$ cat src/rtl/whack_scorer.sv
// Whack-a-mole scorer: synchronised strike detection, 3-digit BCD score, 4-digit muxed display.
// Optional macro WHACK_MISS_PENALTY_EN makes each miss cycle in PLAY cost one point.
module whack_scorer #(
    parameter int unsigned REFRESH_DIV = 50000
) (
    input  logic        clock_i,
    input  logic        reset_i,
    input  logic [15:0] moles_i,
    input  logic [15:0] switches_i,
    input  logic        round_start_i,
    input  logic        round_end_i,
    output logic        whacked_o,
    output logic        miss_o,
    output logic [11:0] score_o,
    output logic [6:0]  seg_o,
    output logic [3:0]  an_o
);

    localparam int unsigned HOLES = 16;
    localparam int unsigned SCORE_W = 12;
    localparam int unsigned CNT_W = (REFRESH_DIV > 2) ? $clog2(REFRESH_DIV) : 1;

    typedef enum logic [1:0] {
        IDLE = 2'd0,
        PLAY = 2'd1,
        DONE = 2'd2
    } state_t;

    state_t state_q, state_d;

    logic [HOLES-1:0]   s1_q, s2_q, sp_q, m_q;
    logic [HOLES-1:0]   strike_c;
    logic               hit_any_c, strike_any_c;
    logic               whacked_d, miss_d;
    logic               whacked_q, miss_q;
    logic [SCORE_W-1:0] score_q, score_d;
    logic [CNT_W-1:0]   refresh_cnt_q;
    logic [1:0]         digit_idx_q;
    logic [6:0]         seg_q, seg_d;
    logic [3:0]         an_q, an_d;
    logic [3:0]         digit_val_c;

    function automatic logic [11:0] bcd_inc(input logic [11:0] v);
        logic [11:0] r;
        r = v;
        if (v != 12'h999) begin
            if (r[3:0] != 4'd9) begin
                r[3:0] = r[3:0] + 4'd1;
            end else begin
                r[3:0] = 4'd0;
                if (r[7:4] != 4'd9) begin
                    r[7:4] = r[7:4] + 4'd1;
                end else begin
                    r[7:4]  = 4'd0;
                    r[11:8] = r[11:8] + 4'd1;
                end
            end
        end
        return r;
    endfunction

`ifdef WHACK_MISS_PENALTY_EN
    function automatic logic [11:0] bcd_dec(input logic [11:0] v);
        logic [11:0] r;
        r = v;
        if (v != 12'h000) begin
            if (r[3:0] != 4'd0) begin
                r[3:0] = r[3:0] - 4'd1;
            end else begin
                r[3:0] = 4'd9;
                if (r[7:4] != 4'd0) begin
                    r[7:4] = r[7:4] - 4'd1;
                end else begin
                    r[7:4]  = 4'd9;
                    r[11:8] = r[11:8] - 4'd1;
                end
            end
        end
        return r;
    endfunction
`endif

    function automatic logic [6:0] bcd_glyph(input logic [3:0] d);
        logic [6:0] g;
        case (d)
            4'd0:    g = 7'b1000000;
            4'd1:    g = 7'b1111001;
            4'd2:    g = 7'b0100100;
            4'd3:    g = 7'b0110000;
            4'd4:    g = 7'b0011001;
            4'd5:    g = 7'b0010010;
            4'd6:    g = 7'b0000010;
            4'd7:    g = 7'b1111000;
            4'd8:    g = 7'b0000000;
            4'd9:    g = 7'b0010000;
            default: g = 7'b1111111;
        endcase
        return g;
    endfunction

    // Synchroniser and edge history run in every state so stale toggles never leak into PLAY
    always_ff @(posedge clock_i) begin
        if (!reset_i) begin
            s1_q <= '0;
            s2_q <= '0;
            sp_q <= '0;
            m_q  <= '0;
        end else begin
            s1_q <= switches_i;
            s2_q <= s1_q;
            sp_q <= s2_q;
            m_q  <= moles_i;
        end
    end

    assign strike_c     = s2_q ^ sp_q;
    assign hit_any_c    = |(strike_c & m_q);
    assign strike_any_c = |strike_c;

    // State register
    always_ff @(posedge clock_i) begin
        if (!reset_i) begin
            state_q <= IDLE;
        end else begin
            state_q <= state_d;
        end
    end

    // Next-state logic; a start request always wins
    always_comb begin
        state_d = state_q;
        if (round_start_i) begin
            state_d = PLAY;
        end else if (round_end_i && (state_q == PLAY)) begin
            state_d = DONE;
        end
    end

    // Pulse and score logic; only PLAY scores, and any hit masks the miss for that cycle
    always_comb begin
        whacked_d = 1'b0;
        miss_d    = 1'b0;
        score_d   = score_q;
        if (round_start_i) begin
            score_d = '0;
        end else if (state_q == PLAY) begin
            if (hit_any_c) begin
                whacked_d = 1'b1;
                score_d   = bcd_inc(score_q);
            end else if (strike_any_c) begin
                miss_d = 1'b1;
`ifdef WHACK_MISS_PENALTY_EN
                score_d = bcd_dec(score_q);
`else
                score_d = score_q;
`endif
            end
        end
    end

    always_ff @(posedge clock_i) begin
        if (!reset_i) begin
            whacked_q <= 1'b0;
            miss_q    <= 1'b0;
            score_q   <= '0;
        end else begin
            whacked_q <= whacked_d;
            miss_q    <= miss_d;
            score_q   <= score_d;
        end
    end

    // Digit scan timing
    always_ff @(posedge clock_i) begin
        if (!reset_i) begin
            refresh_cnt_q <= '0;
            digit_idx_q   <= '0;
        end else if (refresh_cnt_q == CNT_W'(REFRESH_DIV - 1)) begin
            refresh_cnt_q <= '0;
            digit_idx_q   <= digit_idx_q + 2'd1;
        end else begin
            refresh_cnt_q <= refresh_cnt_q + CNT_W'(1);
        end
    end

    always_comb begin
        digit_val_c = 4'd0;
        case (digit_idx_q)
            2'd0:    digit_val_c = score_q[3:0];
            2'd1:    digit_val_c = score_q[7:4];
            2'd2:    digit_val_c = score_q[11:8];
            default: digit_val_c = 4'd0;
        endcase
    end

    // Digit 3 carries the state indicator instead of a number
    always_comb begin
        an_d  = ~(4'(4'b0001 << digit_idx_q));
        seg_d = bcd_glyph(digit_val_c);
        if (digit_idx_q == 2'd3) begin
            case (state_q)
                PLAY:    seg_d = 7'b0001100;
                DONE:    seg_d = 7'b0100001;
                default: seg_d = 7'b1111111;
            endcase
        end
    end

    always_ff @(posedge clock_i) begin
        if (!reset_i) begin
            seg_q <= 7'b1111111;
            an_q  <= 4'b1111;
        end else begin
            seg_q <= seg_d;
            an_q  <= an_d;
        end
    end

    assign whacked_o = whacked_q;
    assign miss_o    = miss_q;
    assign score_o   = score_q;
    assign seg_o     = seg_q;
    assign an_o      = an_q;

endmodule

$ cat config.mk
export PLATFORM = sky130hd
export DESIGN_NAME = whack_scorer
export DESIGN_NICKNAME = d
export VERILOG_FILES = /design/src/rtl/whack_scorer.sv
export SDC_FILE = /design/constraint.sdc
export NUM_CORES = 1
export LEC_CHECK = 0
export BUFFER_PORTS_ARGS = -buffer_cell sky130_fd_sc_hd__buf_2
export CAP_MARGIN = 30
export CORE_MARGIN = 3
export CORE_UTILIZATION = 60
export DETAILED_ROUTE_END_ITERATION = 8
export GPL_ROUTABILITY_DRIVEN = 0
export PLACE_DENSITY = 0.87
export SYNTH_ARGS = -nofsm -noshare
export SYNTH_HDL_FRONTEND = slang
export SYNTH_SLANG_ARGS = --single-unit
$ cat constraint.sdc
create_clock -name clock_i -period 4.3 [get_ports clock_i]
set_clock_uncertainty 0.15 [all_clocks]
set_input_delay 0.645 -clock clock_i [delete_from_list [all_inputs] [get_ports clock_i]]
set_output_delay 0.645 -clock clock_i [all_outputs]
set_load 0.02 [all_outputs]
### Word level (Yosys, flattened, before mapping)

Memory sizes are Yosys's and may differ from the RTL's.
Cells that the tools add are included.

| word-level totals | value |
|---|---|
| output and inout bits | 25 |
| logic and storage cells | 59 |
| memories kept | 1 |
| input bits | 36 |
| register bits | 109 |
| bits in read-only memories | 112 |

| operators by class | value |
|---|---|
| multiplexer cells | 9 |
| bitwise gates (word level) | 7 |
| shift-type cells | 1 |
| add/subtract/negate cells | 5 |
| equal/unequal tests | 9 |
| reduce and logical (&&, ||, !) cells | 12 |

Memory list:

| name | words | width | read ports | clocked after memory_dff | wr ports | RTL line | RTL |
|---|---|---|---|---|---|---|---|
| (no name shown) | 16 | 7 | 1 | 0 | 0 | 85 | `case (d)` |

Operator list:

| kind | number |
|---|---|
| 16-bit OR reduction | 2 |
| 19-bit OR reduction | 1 |
| 16-bit by 1-bit adder with 16-bit output, second input constant | 1 |
| 16-bit bitwise AND | 1 |
| 16-bit equality test, second input constant | 1 |
| 16-bit bitwise XOR | 1 |
| 7-bit case mux with 2 select lines | 1 |
| 4-bit by 1-bit adder with 4-bit output, second input constant | 3 |
| 12-bit inequality test, second input constant | 1 |
| 4-bit case mux with 3 select lines | 1 |
| 4-bit two-way mux | 2 |
| 4-bit inequality test, second input constant | 2 |
| 7-bit two-way mux | 1 |
| 2-bit equality test, second input constant | 3 |
| 5-bit AND reduction | 1 |
| 2-bit by 1-bit equality test with 1-bit output, second input constant | 2 |
| 1-bit two-way mux | 4 |
| 1-bit inverter | 4 |
| 4-bit inverter | 1 |
| 4-bit AND reduction | 1 |
| 2-bit OR reduction | 2 |
| 1-bit by 2-bit << shifter with 4-bit output, first input constant | 1 |
| 3-bit AND reduction | 1 |
| 3-bit OR reduction | 1 |
| other kinds (4) | 4 |

### Longest topological paths before layout

Gate-level depths: netlist of the first run.

| logic depth | value |
|---|---|
| word-level depth | 4 |
| mapped depth | 10 |
| mapped depth without buffers | 10 |

### Worst setup path before layout of the first run

OpenSTA, ideal clock, no wires.

| timing path | value |
|---|---|
| path kind | reg2reg |
| start | register digit_idx_q[0] |
| end | register seg_q[1], in the netlist seg_o[1] |
| cell stages (with the launch flop) | 9 |
| library setup time | 126 ps |
| clock period less this slack | 2,109 ps |
| buffers on the path | 0 |
| slack | 2,191 ps |
| data arrival time | 1,833 ps |
| required time | 4,024 ps |
| cells stage by stage | dfxtp_1 inv_1 ha_1 a222oi_1 nor2_1 ha_1 o21ai_0 mux2i_1 nand2_1 |

| on the way | value |
|---|---|
| longest elaborated chain between the ends | 4 |
| elaborated cells between the ends (all ways) | 7 |
| classes of those cells | 3 x eq/ne; 2 x mux; 1 x reduce/logical; 1 x memory |

RTL lines:

| what | RTL line | RTL |
|---|---|---|
| start: declaration | 38 | `logic [1:0] digit_idx_q;` |
| start signal: assignment | 180 | `digit_idx_q <= digit_idx_q + 2'd1;` |
| 2-bit equality test, or another cell as far along | 188 | `case (digit_idx_q)` |
| 4-bit case mux with 3 select lines | 188 |  |
| memory 16 x 7 bit | n/a |  |
| 7-bit two-way mux (*) | 200 | `if (digit_idx_q == 2'd3) begin` |
| end signal: assignment | 214 | `seg_q <= seg_d;` |
| end: declaration | 39 | `logic [6:0] seg_q, seg_d;` |

Every way passes the cells marked *; elsewhere a longest branch is shown, timed or not.
A chain may end at the register's enable or synchronous reset.

### Final worst setup path of the first run

| timing path | value |
|---|---|
| start | register digit_idx_q[0] |
| end | register seg_q[2], in the netlist seg_o[2] |

The elaborated chain is that of the path after synthesis.

==> flow_metrics.env, run 1 <==
export IMPL_outcome="completed"
export IMPL_cap_violations=0
export IMPL_core_area_um2=6530
export IMPL_finalSetupTns_ns=0
export IMPL_die_area_um2=7930
export IMPL_syn_area_per_cell_um2=9.90
export IMPL_synth_area_um2=4140
export IMPL_clk_latency_ns=0.36
export IMPL_final_area_um2=4680
export IMPL_setup_slack_ns=1.79
export IMPL_crit_fanout=6
export IMPL_fin_crit_ns=2.51
export IMPL_synthTopCellsByArea="dfxtp_1 53%, and2_1 10%, xor2_1 4.9%"
export IMPL_first_pass_iters=5
export IMPL_cp_required_ns=4.38
export IMPL_wl_per_cell_um=13.2
export IMPL_postSynthRegisterBits=109
export IMPL_holdPathEnd="s2_q[10]"
export IMPL_timing_final_crit_share_pct=58.3
export IMPL_diodes=0
export IMPL_synth_edf_count=0
export IMPL_ant_nets=0
export IMPL_vias_per_cell=5.40
export IMPL_synthDominantCellAreaShare_pct=52.7
export IMPL_port_buffers=60
export IMPL_clk_path_buf_depth=2
export IMPL_regToRegStartpoint="digit_idx_q[0]"
export IMPL_die_w_um=89.1
export IMPL_regToRegEndpoint="seg_o[2]"
export IMPL_seq_area_frac_synth_pct=52.7
export IMPL_synth_distinct_cells=45
export IMPL_grt_overflow=0
export IMPL_grt_antenna_before_repair=0
export IMPL_layout_drive_gt1_share_pct=17.0
export IMPL_fin_util_pct=71.7
export IMPL_clk_pin_slew_ns=0.10
export IMPL_synthToLayoutAreaGrowth_pct=13.1
export IMPL_grt_pass1_wl_um=12200
export IMPL_synthFlopType="dfxtp_1"
export IMPL_cts_hold_buf=0
export IMPL_nFillCells=484
export IMPL_grt_pass1_vias=2756
export IMPL_p_leak_nw=2.08
export IMPL_cts_buffers=9
export IMPL_grt_max_degree=80
export IMPL_postPlaceCellArea_um2=4490
export IMPL_holdPathStages=1
export IMPL_hold_start="s1_q[10]"
export IMPL_critical_path_class="reg2reg"
export IMPL_io_pins=61
export IMPL_reg2reg_depth=7
export IMPL_arrival_ns=2.59
export IMPL_track_usage_pct=19.8
export IMPL_start_util_pct=63.4
export IMPL_p_per_area_nw_per_um2=374
export IMPL_dp_slack_ns=1.90
export IMPL_hpwl_um=5310
export IMPL_htreeDepth=3
export IMPL_drt_total_wl_um=7390
export IMPL_rows=29
export IMPL_yosysWarnings=0
export IMPL_hold_class="reg2reg"
export IMPL_yosysTopAreaCell="dfxtp_1"
export IMPL_die_h_um=89.1
export IMPL_post_cts_resized=0
export IMPL_tightest_slew_ns=0.975
export IMPL_cts_repair_timing_setup_buffer_count=0
export IMPL_nets=526
export IMPL_fmax_mhz=399
export IMPL_multi_input_area_um2=1840
export IMPL_clockRootBuffer="clkbuf_8"
export IMPL_synth_async_reset_ratio_pct=0
export IMPL_ir_worst_vdd_mv=0.316
export IMPL_seqCellArea_um2=2180
export IMPL_drc=0
export IMPL_vias=3014
export IMPL_reg2reg_slack_ns=1.79
export IMPL_setup_viol=0
export IMPL_tritoncts="yes"
export IMPL_synthCells=418
export IMPL_drt_iter0_markers=145
export IMPL_rsz0062_at_grt="no"
export IMPL_cp_end_kind="flop"
export IMPL_hold_viol=0
export IMPL_relSlewSlack_pct=34.6
export IMPL_worstSetupStartpointType="flop"
export IMPL_cts_num_sinks=109
export IMPL_slew_viol_final=0
export IMPL_syn_nets=468
==> critical path, cell delays in order, from the launching register on <==
cell      delay (ns)
dfxtp_1         0.41
inv_1           0.09
ha_1            0.26
a222oi_1        0.87
a21o_1          0.16
o21ai_0         0.10
a21oi_1         0.19
o21ai_0         0.14
==> cell type report <==
class	count	share of cell area, %
Clock buffer	10	2.73
Clock inverter	6	1.36
Inverter	15	1.20
Multi-Input combinational cell	279	39.3
Sequential cell	109	46.6
Tap cell	77	2.06
Timing Repair Buffer	62	6.74
==> metal layers <==
metal / routed length (um) / vias to the layer above / part of all wire [%] / GRT usage (%)
met5: 0 / - / 0 / 0
met4: 119 / 0 / 1.6 / 7.44
met3: 363 / 12 / 4.9 / 3.87
met2: 3610 / 79 / 49 / 32.0
met1: 3300 / 1403 / 45 / 26.4
li1: - / 1520 / - / -
==> cells by family (layout without fill, tap and decap cells) <==
logic type               after synthesis  after routing  synth area share [%]
AND/OR/NAND/NOR                      170            170                  22.9
multiplexers                           5              5                  1.21
AO/OA/AOI/OAI                         58             58                  9.31
adder cells (fa/ha/maj)               14             14                  4.23
flip-flops                           109            109                  52.7
buffers and inverters                 30             93                  2.84
XOR/XNOR                              32             32                  6.77
==> Yosys cell counts (3+ instances only) <==
master	number
nor3_1	5
inv_1	15
clkbuf_1	13
and2_1	67
o21ai_0	14
nand3_1	4
a222oi_1	4
xor2_1	23
nand2b_1	3
ha_1	14
or3_1	3
nor2b_1	5
mux2i_1	5
xnor2_1	9
and3_1	6
nand4_1	8
nand2_1	29
a22oi_1	8
dfxtp_1	109
nor4_1	5
a21oi_1	15
nor2_1	25
a31oi_1	3
==> how the worst max path moves through the flow <==
stage | from | to | slack (ns)
2_1_floorplan | digit_idx_q[0] | seg_o[1] | 2.19
3_3_place_gp | digit_idx_q[0] | seg_o[0] | 2.04
3_5_place_dp | digit_idx_q[0] | seg_o[2] | 1.90
4_1_cts | digit_idx_q[0] | seg_o[2] | 1.83
5_1_grt | digit_idx_q[0] | seg_o[2] | 1.58
6_report | digit_idx_q[0] | seg_o[2] | 1.79
==> power by group <==
part	leakage [nW]	internal [W]	switching (W)
clock	0.0941	0.000228	0.000358
sequential	0.895	0.00104	0.0000134
combinational	1.09	0.0000475	0.0000606
total	2.08	0.00132	0.000432
==> layout by cell type, fill, tap and decap left out, types with 3 or more instances in the layout <==
master	instances
a21oi_1	15
and2_1	67
a22oi_1	8
a222oi_1	4
nor2b_1	5
nand2b_1	3
xor2_1	23
and3_1	6
ha_1	14
nor3_1	5
nand3_1	4
a31oi_1	3
mux2i_1	5
nand4_1	8
clkbuf_8	9
nor2_1	25
dfxtp_1	109
buf_2	60
nor4_1	5
nand2_1	29
inv_1	15
xnor2_1	9
or3_1	3
o21ai_0	14
==> registers in the layout, summed over array words and instances (netlist names) <==
register	count
an_o	4
digit_idx_q	2
m_q	16
miss_o	1
refresh_cnt_q	16
s1_q	16
s2_q	16
score_o	12
seg_o	7
sp_q	16
state_q	2
whacked_o	1
==> through the flow <==
stage / cells / total power [W] / hold slack, ns
2_1_floorplan: 418 / 0.00115 / 0.262
6_report: 558 / 0.00175 / 0.294
5_1_grt: 558 / 0.00183 / 0.313
3_5_place_dp: 542 / 0.00119 / 0.273
3_3_place_gp: 542 / 0.00118 / 0.264
4_1_cts: 558 / 0.00177 / 0.300
No activity file was read; power rests on OpenSTA's default activity.
==> inputs of run 2 (changes only) <==
CORE_UTILIZATION = 51   (was 60)
PLACE_DENSITY = 0.79   (was 0.87)
clock period = 2.05 ns   (was 4.3 ns; I/O delays follow)
==> run 2 against run 1 <==
  * Via count increased by 8.3%
  * Sequential power increased by 110%
  * Clock-buffer cell count decreased by 1
  * Flip-flop and latch count unchanged
  * Largest power group unchanged
  * The run now ends with setup timing left
  * Highest routed layer unchanged
==> flow_metrics.env, run 2 (synthesized netlist as in run 1, its figures left out) <==
export IMPL_clk_path_buf_depth=2
export IMPL_fin_crit_ns=2.08
export IMPL_rows=32
export IMPL_start_util_pct=53.0
export IMPL_core_area_um2=7810
export IMPL_p_leak_nw=2.31
export IMPL_dp_slack_ns=-0.0374
export IMPL_arrival_ns=2.25
export IMPL_nFillCells=553
export IMPL_drc=0
export IMPL_critical_path_class="reg2reg"
export IMPL_vias=3264
export IMPL_layout_drive_gt1_share_pct=27.4
export IMPL_finalSetupTns_ns=-0.0277
export IMPL_nets=577
export IMPL_hold_class="in2reg"
export IMPL_worstSetupStartpointType="flop"
export IMPL_tightest_slew_ns=0.556
export IMPL_reg2reg_slack_ns=-0.03
export IMPL_critPathSlowestCell="a222oi_1"
export IMPL_cts_num_sinks=109
export IMPL_layout_common_cells="92 x dfxtp_1, 67 x and2_1, 60 x buf_2"
export IMPL_diodes=0
export IMPL_first_pass_iters=5
export IMPL_multi_input_area_um2=1990
export IMPL_reg2reg_depth=8
export IMPL_vias_per_cell=5.15
export IMPL_drt_iter0_markers=188
export IMPL_clk_pin_slew_ns=0.11
export IMPL_cts_buffers=9
export IMPL_clk_latency_ns=0.37
export IMPL_ant_nets=0
export IMPL_regToRegEndpoint="seg_o[1]"
export IMPL_hpwl_um=5490
export IMPL_holdPathEnd="state_q[0]"
export IMPL_grt_pass1_vias=2991
export IMPL_tritoncts="yes"
export IMPL_hold_viol=0
export IMPL_setup_viol=2
export IMPL_clockRootBuffer="clkbuf_8"
export IMPL_drt_total_wl_um=9030
export IMPL_cp_end_kind="flop"
export IMPL_seqCellArea_um2=2210
export IMPL_grt_antenna_before_repair=0
export IMPL_violations="setup timing"
export IMPL_grt_max_degree=42
export IMPL_whs_ns=0.0477
export IMPL_relSlewSlack_pct=62.8
export IMPL_fmax_mhz=481
export IMPL_die_h_um=96.1
export IMPL_final_common_cell="dfxtp_1"
export IMPL_hold_start="round_start_i"
export IMPL_grt_overflow=0
export IMPL_critical_path_top_delay_family="compound AO/OA/AOI/OAI gates"
export IMPL_wl_per_cell_um=14.2
export IMPL_io_pins=61
export IMPL_rsz0062_at_grt="yes"
export IMPL_grt_pass1_wl_um=13600
export IMPL_die_w_um=96.1
export IMPL_crit_fanout=5
export IMPL_synthToLayoutAreaGrowth_pct=29.9
export IMPL_cap_violations=0
export IMPL_track_usage_pct=19.2
export IMPL_setup_slack_ns=-0.0271
export IMPL_path_cells="inv_4, ha_4, a222oi_1, or2_4, ha_2, o21ai_1, mux2i_1, nand2_1"
export IMPL_cp_required_ns=2.22
export IMPL_htreeDepth=3
export IMPL_holdPathStages=3
export IMPL_port_buffers=60
export IMPL_regToRegStartpoint="digit_idx_q[0]"
export IMPL_cp_slowest_stage_delay_ns=0.45
export IMPL_ir_worst_vdd_mv=0.479
export IMPL_die_area_um2=9230
export IMPL_p_per_area_nw_per_um2=716
export IMPL_crit_buf_inv=1
export IMPL_outcome="complete, but fails checks"
export IMPL_timing_final_crit_share_pct=101
export IMPL_slew_viol_final=0
==> run 2: cell types whose count changed in the layout (fill, tap and decap cells not counted), moves of 4 or more <==
cell           previous run  this run
inv_2                     0         4
dfxtp_2                   0        15
dfxtp_1                 109        92
dlygate4sd3_1             0        32
buf_4                     2        20
xor2_1                   23         9
ha_1                     14         9
xor2_2                    0        14
inv_1                    15        10
==> run 2: stage by stage <==
stage / instance area, um^2 / total power [W] / util (%) / std cells
3_3_place_gp: 4610 / 0.00249 / 59.1 / 579
3_5_place_dp: 4610 / 0.00250 / 59.1 / 579
5_1_grt: 5380 / 0.00398 / 68.8 / 634
6_report: 5380 / 0.00385 / 68.8 / 634
4_1_cts: 5170 / 0.00384 / 66.3 / 629
2_1_floorplan: 4140 / 0.00241 / - / 418
==> run 2: how the worst max path moves through the flow <==
stage	startpoint	end	slack (ns)	depth (start not counted)
after detailed placement	digit_idx_q[1]	seg_o[6]	-0.04	10
after global routing	digit_idx_q[0]	seg_o[1]	-0.14	8
final	digit_idx_q[0]	seg_o[1]	-0.03	8
after CTS	digit_idx_q[1]	seg_o[1]	-0.01	8
after floorplan	digit_idx_q[1]	seg_o[4]	0.03	9
after global placement	digit_idx_q[0]	seg_o[6]	0.05	10
==> run 2: where the power goes <==
| part | internal, W | total, W | switching, W |
|---|---|---|---|
| sequential | 0.00219 | 0.00222 | 0.0000352 |
| clock | 0.000496 | 0.00131 | 0.000815 |
| combinational | 0.000160 | 0.000311 | 0.000151 |
| total | 0.00284 | 0.00385 | 0.00100 |
==> run 2: repair_timing <==
item                                    CTS  global route
endpoints found under the setup margin    5            17
pin swaps                                 3            12
hold buffers                             32             0
setup buffers                             2             5
gates resized for setup                   3            49
gates cloned                              0             0
endpoints found under the hold margin    32             0
==> run 2: area by class of cell <==
type / instances / area share [%]
Clock buffer: 9 / 2.30
Clock inverter: 7 / 1.58
Inverter: 15 / 1.09
Multi-Input combinational cell: 279 / 37.0
Sequential cell: 109 / 41.1
Tap cell: 102 / 2.37
Timing Repair Buffer: 113 / 14.5
==> run 2: layer usage <==
metal  share of wire, %  vias up  global-route usage [%]
met3                4.8       20                    3.05
li1                   -     1615                       -
met4                2.2        0                    8.06
met1                 43     1526                    23.9
met5                  0        -                       0
met2                 50      103                    32.8
==> run 2: worst register-to-register path, delay by kind of cell (launching register included) <==
kind	cells	cell delay (ns)
fa+ha+maj	2	0.45
mux	1	0.09
simple gates	2	0.32
flops	1	0.40
buf+inv	1	0.05
compound gates	2	0.57
==> inputs of run 3 (changes only) <==
CORE_UTILIZATION = 56   (was 51)
PLACE_DENSITY = 0.82   (was 0.79)
RECOVER_POWER = 50   (was default)
clock period = 2.35 ns   (was 2.05 ns; I/O delays follow)
==> run 3 against run 2 <==
  * The flow now finishes without violations
  * Utilization decreased by 0.73 points
  * Routed wire length down 15%
  * Worst setup slack gained 0.15 ns
  * Hold slack lost 0.015 ns
  * Fmax shrank 6.9%
==> flow_metrics.env, run 3 (synthesized netlist as in run 1, its figures left out) <==
export IMPL_start_util_pct=59.3
export IMPL_clk_pin_slew_ns=0.11
export IMPL_clk_latency_ns=0.36
export IMPL_final_area_um2=4760
export IMPL_hold_class="in2reg"
export IMPL_die_w_um=92.0
export IMPL_cp_end_kind="flop"
export IMPL_arrival_ns=2.33
export IMPL_path_cells="inv_1, ha_2, a222oi_1, or2_4, buf_4, ha_1, mux2i_1, a21oi_1, o21ai_0"
export IMPL_critical_path_top_delay_family="compound AO/OA/AOI/OAI gates"
export IMPL_ir_worst_vdd_mv=0.411
export IMPL_p_per_area_nw_per_um2=691
export IMPL_core_area_um2=6980
export IMPL_postPlaceCellArea_um2=4540
export IMPL_tightest_slew_ns=0.962
export IMPL_nets=531
export IMPL_relSlewSlack_pct=35.9
export IMPL_vias_per_cell=5.23
export IMPL_clockRootBuffer="clkbuf_8"
export IMPL_drt_iter0_markers=108
export IMPL_reg2reg_slack_ns=0.12
export IMPL_diodes=0
export IMPL_p_leak_nw=2.09
export IMPL_first_pass_iters=4
export IMPL_fin_crit_ns=2.23
export IMPL_setup_slack_ns=0.118
export IMPL_cts_buffers=9
export IMPL_port_buffers=60
export IMPL_cts_hold_buf=0
export IMPL_die_h_um=92.0
export IMPL_htreeDepth=3
export IMPL_drc=0
export IMPL_timing_final_crit_share_pct=95.0
export IMPL_hpwl_um=5460
export IMPL_finalSetupTns_ns=0
export IMPL_clk_path_buf_depth=2
export IMPL_fin_util_pct=68.1
export IMPL_cap_violations=0
export IMPL_grt_pass1_vias=2906
export IMPL_drt_total_wl_um=7670
export IMPL_cp_required_ns=2.45
export IMPL_die_area_um2=8460
export IMPL_grt_overflow=0
export IMPL_grt_pass1_wl_um=13000
export IMPL_grt_max_degree=73
export IMPL_regToRegStartpoint="digit_idx_q[0]"
export IMPL_rows=30
export IMPL_p_total_w=0.00329
export IMPL_wl_per_cell_um=13.2
export IMPL_vias=3039
export IMPL_layout_drive_gt1_share_pct=18.4
export IMPL_ant_nets=0
export IMPL_grt_antenna_before_repair=0
export IMPL_crit_start="digit_idx_q[0]"
export IMPL_slew_viol_final=0
export IMPL_io_pins=61
export IMPL_crit_fanout=5
export IMPL_hold_start="switches_i[14]"
export IMPL_setup_viol=0
export IMPL_fmax_mhz=448
export IMPL_track_usage_pct=18.8
export IMPL_critPathSlowestCell="a222oi_1"
export IMPL_tritoncts="yes"
export IMPL_cp_slowest_stage_delay_ns=0.47
export IMPL_layout_common_cells="107 x dfxtp_1, 59 x buf_2, 47 x and2_1"
export IMPL_hold_viol=0
export IMPL_worstSetupStartpointType="flop"
export IMPL_dp_slack_ns=0.102
export IMPL_final_common_cell="dfxtp_1"
export IMPL_cts_num_sinks=109
export IMPL_synthToLayoutAreaGrowth_pct=14.9
export IMPL_crit_buf_inv=2
export IMPL_critical_path_class="reg2reg"
export IMPL_outcome="completed"
==> run 3: what timing repair did <==
action,CTS,global route
setup buffers,0,2
setup endpoints to repair,0,7
gates resized for setup,0,4
==> run 3: per-stage QoR <==
step	hold slack, ns	instances
global route	0.0206	581
global placement	0.264	564
floorplan	0.262	418
finish	0.0326	581
detailed placement	0.268	564
CTS	0.0250	579
==> run 3: where the power goes <==
part           switching (W)  internal, W  total, W
combinational       0.000114    0.0000894  0.000204
clock               0.000637     0.000512   0.00115
sequential         0.0000240      0.00191   0.00193
total               0.000775      0.00251   0.00329
==> run 3: cell type report <==
type,count,area [um^2]
fillers,555,2230
flip-flops and latches,109,2180
multi-input cells,279,1840
repair buffers,67,349
clock buffers,9,124
well taps,96,120
clock inverters,6,77.6
inverters,15,56.3
==> run 3: routing by layer <==
layer  track usage (%)  up-vias  share of wire [%]
li1                  -     1531                  -
met1              23.7     1415                 45
met2              31.3       76                 49
met3              3.36       17                4.2
met4              8.42        0                1.9
met5                 0        -                  0
==> run 3: final timing paths <==
kind | to | cells past startpoint
worst min-delay path | s1_q[14] | 2
worst max-delay path | seg_o[4] | 9
worst max register to register | seg_o[4] | 9
worst min register to register | s2_q[4] | 1
==> run 3: worst reg2reg max path, delay by kind of cell (launching register included) <==
kind,cells,cell delay [ns]
AND/OR/NAND/NOR,1,0.23
AO/OA/AOI/OAI,3,0.70
buffers and inverters,2,0.17
multiplexers,1,0.09
flip-flops,1,0.38
adder cells (fa/ha/maj),2,0.38
